==> src/rtl/led_display_ctrl.sv <==
// Eight-digit multiplexed seven-segment driver. A 32-bit word, taken once per frame from one of
// four sources, is scanned one hex digit at a time; outputs are active-low and fully registered.
module led_display_ctrl #(
  parameter int unsigned SCAN_DIV = 100000
) (
  input  logic        clk,
  input  logic        rst,
  input  logic        led_we,
  input  logic [31:0] led_data_in,
  input  logic [31:0] total_cycles,
  input  logic [31:0] condi_branch_num,
  input  logic [31:0] uncondi_branch_num,
  input  logic [1:0]  disp_sel,
  input  logic        freeze,
  output logic [7:0]  an_out,
  output logic [7:0]  seg_out,
  output logic        frame_done
);

  localparam int unsigned DIV_W = (SCAN_DIV > 2) ? $clog2(SCAN_DIV) : 1;
  localparam logic [DIV_W-1:0] DIV_LAST = DIV_W'(SCAN_DIV - 1);

  typedef enum logic [1:0] {
    SRC_LED     = 2'd0,
    SRC_CYCLES  = 2'd1,
    SRC_CONDI   = 2'd2,
    SRC_UNCONDI = 2'd3
  } src_e;

  logic [DIV_W-1:0] div_cnt;
  logic [2:0]       digit_idx;
  logic [31:0]      led_reg;
  logic [31:0]      snapshot;

  logic        scan_tick;
  logic        frame_wrap;
  logic [31:0] src_word;
  logic [3:0]  nibble;
  logic [7:0]  seg_code;

  assign scan_tick  = (div_cnt == DIV_LAST);
  assign frame_wrap = scan_tick && (digit_idx == 3'd7);
  assign nibble     = snapshot[{digit_idx, 2'b00} +: 4];

  // NOTE: every signal assigned in an always_comb gets a default first so no path can infer a latch.
  always_comb begin
    src_word = led_reg;
    unique case (src_e'(disp_sel))
      SRC_LED:     src_word = led_reg;
      SRC_CYCLES:  src_word = total_cycles;
      SRC_CONDI:   src_word = condi_branch_num;
      SRC_UNCONDI: src_word = uncondi_branch_num;
      default:     src_word = led_reg;
    endcase
  end

  // Common-anode hex font, dp (bit 7) held off.
  always_comb begin
    seg_code = 8'hFF;
    unique case (nibble)
      4'h0: seg_code = 8'hC0;
      4'h1: seg_code = 8'hF9;
      4'h2: seg_code = 8'hA4;
      4'h3: seg_code = 8'hB0;
      4'h4: seg_code = 8'h99;
      4'h5: seg_code = 8'h92;
      4'h6: seg_code = 8'h82;
      4'h7: seg_code = 8'hF8;
      4'h8: seg_code = 8'h80;
      4'h9: seg_code = 8'h90;
      4'hA: seg_code = 8'h88;
      4'hB: seg_code = 8'h83;
      4'hC: seg_code = 8'hC6;
      4'hD: seg_code = 8'hA1;
      4'hE: seg_code = 8'h86;
      4'hF: seg_code = 8'h8E;
      default: seg_code = 8'hFF;
    endcase
  end

  // NOTE: state registers use non-blocking assignments so every flop samples pre-edge values.
  always_ff @(posedge clk or negedge rst) begin
    if (!rst) begin
      div_cnt   <= '0;
      digit_idx <= 3'd0;
    end else begin
      div_cnt <= scan_tick ? '0 : div_cnt + 1'b1;
      if (scan_tick) digit_idx <= digit_idx + 3'd1;
    end
  end

  always_ff @(posedge clk or negedge rst) begin
    if (!rst) begin
      led_reg <= '0;
    end else if (led_we) begin
      led_reg <= led_data_in;
    end
  end

  // Snapshot reads led_reg before this edge's write, so a coincident led_we shows next frame.
  always_ff @(posedge clk or negedge rst) begin
    if (!rst) begin
      snapshot   <= '0;
      frame_done <= 1'b0;
    end else begin
      frame_done <= frame_wrap;
      if (frame_wrap && !freeze) snapshot <= src_word;
    end
  end

  always_ff @(posedge clk or negedge rst) begin
    if (!rst) begin
      an_out  <= 8'hFF;
      seg_out <= 8'hFF;
    end else begin
      an_out  <= ~(8'b1 << digit_idx);
      seg_out <= seg_code;
    end
  end

endmodule

==> config.mk <==
export PLATFORM = sky130hd
export DESIGN_NAME = led_display_ctrl
export DESIGN_NICKNAME = d
export VERILOG_FILES = /design/src/rtl/led_display_ctrl.sv
export SDC_FILE = /design/constraint.sdc
export NUM_CORES = 1
export LEC_CHECK = 0
export CORE_ASPECT_RATIO = 1.2
export CORE_UTILIZATION = 48
export CTS_CLUSTER_SIZE = 14
export DETAILED_ROUTE_END_ITERATION = 10
export PLACE_DENSITY = 0.81
export SYNTH_ARGS = -nofsm -noshare
export SYNTH_HDL_FRONTEND = slang
export SYNTH_SLANG_ARGS = --single-unit
export TNS_END_PERCENT = 100
==> constraint.sdc <==
create_clock -name clk -period 3.2 [get_ports clk]
set_clock_uncertainty 0.05 [all_clocks]
set_input_delay 0.8 -clock clk [delete_from_list [all_inputs] [get_ports clk]]
set_output_delay 0.8 -clock clk [all_outputs]
set_load 0.005 [all_outputs]
==> summary.txt <==
Setup Fix Bufs, Post-CTS - 0
H-tree level count - 3
Post-Place Setup Slack - 0.573 ns
final hold violation count - 0
grt total ovfl - 0
most common cell after layout, fill and taps aside - clkdlybuf4s50_1
RR Startpoint - digit_idx[0]$_DFFE_PN0N_
Max Cap Viol - 0
critical path class - flip-flop to flip-flop
DRT Wirelength - 11100 um
CTS sink cnt - 100
Starting Density - 49.0%
# rows - 41
Worst Hold Class - primary input to asynchronous set/reset pin
share of layout cells above drive strength 1 - 29.5%
Post-Synthesis Cell Area - 0.00513 mm2
cts hold-fix bufs - 0
Post-synth EDFFs - 0
crit path max fanout - 11
Clk pin slew, worst setup/hold paths - 0.06 ns
Layout Nets - 633
largest net degree at the start of global routing - 56
worst vdd ir - 0.213 mV
drt pass-1 iters - 4
CTS buffer count - 9
initial antenna violation count - 0
vias in the first global route - 3611
Root Buffer - clkbuf_16
Max Clk Rate - 376 MHz
port bufs - 149
gr usage total - 21.9%
cell count after synthesis - 340
die height - 115 um
Max-slew headroom - 59.5%
sequential fraction of the synthesis area - 49.1%
syn avg cell area - 15.1 um2
hpwl dp - 8370 um
fin crit share - 83.1%
first-pass GRT wire length - 18000 um
most frequent cells in the layout - clkdlybuf4s50_1, dfrtp_1, mux2_2, mux4_2, dfstp_2
Syn Nets - 486
DR WL/cell - 17.9 um
Startpoint Class - flip-flop
CTS resizes - 0
DR iter-0 viols - 188
ant diodes - 0
buffers plus inverters on the worst setup path - 1
clk_lat worst skew - 0.34 ns
final core occ - 67.1%
residual DRC count - 0
Area growth syn-to-layout - 36.8%
worst r2r dst - seg_out[4]$_DFF_PN1_
FF-to-FF path depth - 6
Worst Path Required - 3.39 ns
Async SR Flop Fraction - 100%
setup TNS - 0 ns
delay-heaviest family, CP - multiplexers
result of the run - finished, final reports clean
Die X - 96.4 um
crit path capture type - flip-flop
PwrDens - 389 mW/mm2
Warnings, synthesis - 0
measured slew at the worst slew-check pin - 0.608 ns
core area - 0.0105 mm2
Arrival @ worst endpoint - 2.85 ns
Static Leak - 0.00296 uW
number of synthesized register bits - 100
Slowest cell on crit path - dfrtp_1
Setup Viol. Count Final - 0
Max Buffers Root-to-Sink - 2
CP Cell Sequence - mux4_1, mux2i_1, inv_1, ha_1, mux2_2, o21ai_0
Crit path largest cell delay - 0.64 ns
GPL Wtd Cong - 0.792
detailed-route vias per instance - 5.48
Die ar. - 0.0111 mm2
fin worst setup slack - 0.540 ns
RSZ-0062 raised after global routing - false
fin crit period - 2.66 ns
# IOs - 151
Netlist cell types - 43
fin. max-slew vios - 0
TritonCTS clock tree - yes
Post-synth top flop - dfrtp_1
vias - 3400
Post-DRT Antenna Nets - 0
R2R Setup Slk - 0.54 ns
power breakdown:
part           leakage (uW)  internal (uW)  switching [uW]
logic               0.00157            254             104
registers           0.00126           1310            21.0
clock network      0.000140            623             427
worst max-delay path by stage:
stage / slack, ns / from / cells after the start / to
floorplan: 0.74 / disp_sel[0] / 4 / snapshot[10]$_DFFE_PN0P_
global placement: 0.69 / digit_idx[0]$_DFFE_PN0N_ / 7 / seg_out[5]$_DFF_PN1_
detailed placement: 0.57 / digit_idx[0]$_DFFE_PN0N_ / 6 / seg_out[4]$_DFF_PN1_
CTS: 0.55 / digit_idx[0]$_DFFE_PN0N_ / 6 / seg_out[4]$_DFF_PN1_
global route: 0.41 / digit_idx[0]$_DFFE_PN0N_ / 6 / seg_out[4]$_DFF_PN1_
finish: 0.54 / digit_idx[0]$_DFFE_PN0N_ / 6 / seg_out[4]$_DFF_PN1_
per-stage QoR:
step | std cells | power, uW | area (um2) | hold slack [ns]
after floorplan | 340 | 1490 | 5130 | 0.402
after global placement | 605 | 1700 | 6730 | 0.418
after detailed placement | 605 | 1710 | 6730 | 0.428
after CTS | 620 | 2760 | 7020 | 0.437
after global routing | 620 | 2840 | 7020 | 0.457
final | 620 | 2730 | 7020 | 0.421
synthesized netlist by cell type (all sizes together) (2+ instances only):
| cell | instances | share of area, % |
|---|---|---|
| a21oi | 2 | 0.20 |
| and4 | 2 | 0.34 |
| buf | 15 | 1.9 |
| clkbuf | 4 | 0.29 |
| dfrtp | 85 | 41 |
| dfstp | 15 | 7.7 |
| ha | 12 | 2.9 |
| inv | 11 | 0.80 |
| mux2 | 68 | 15 |
| mux2i | 10 | 2.4 |
| mux4 | 40 | 18 |
| nand2 | 12 | 0.88 |
| nand3 | 8 | 0.78 |
| nand4 | 4 | 0.49 |
| nor2 | 10 | 0.73 |
| nor3 | 4 | 0.39 |
| nor4 | 3 | 0.66 |
| o21ai | 4 | 0.39 |
| or3 | 3 | 0.37 |
| xnor2 | 10 | 1.7 |
| xor2 | 5 | 0.85 |
cells by family after synthesis:
group           count (synthesis)  share of synthesized area, %
mux                           118                          35.3
xor+xnor                       15                          2.56
flops                         100                          49.1
fa+ha+maj                      12                          2.93
compound gates                 10                          1.27
buf+inv                        30                          3.00
simple gates                   54                          5.76
other cells                     1                        0.0731
metal layers:
metal,GRT usage (%),vias up,routed length [um]
met5,0,-,0
met4,8.24,0,158
met3,3.31,11,427
met2,38.2,107,6060
met1,27.4,1715,4450
li1,-,1567,-
layout make-up:
type / count / area, um2
fill: 769 / 3450
multi-input combinational: 210 / 2460
inverter: 11 / 41.3
timing repair buffer: 155 / 1550
clock inverter: 2 / 35.0
clock buffer: 13 / 250
tap: 129 / 161
sequential: 100 / 2520
Note: power is estimated with default switching activity, not from simulation.
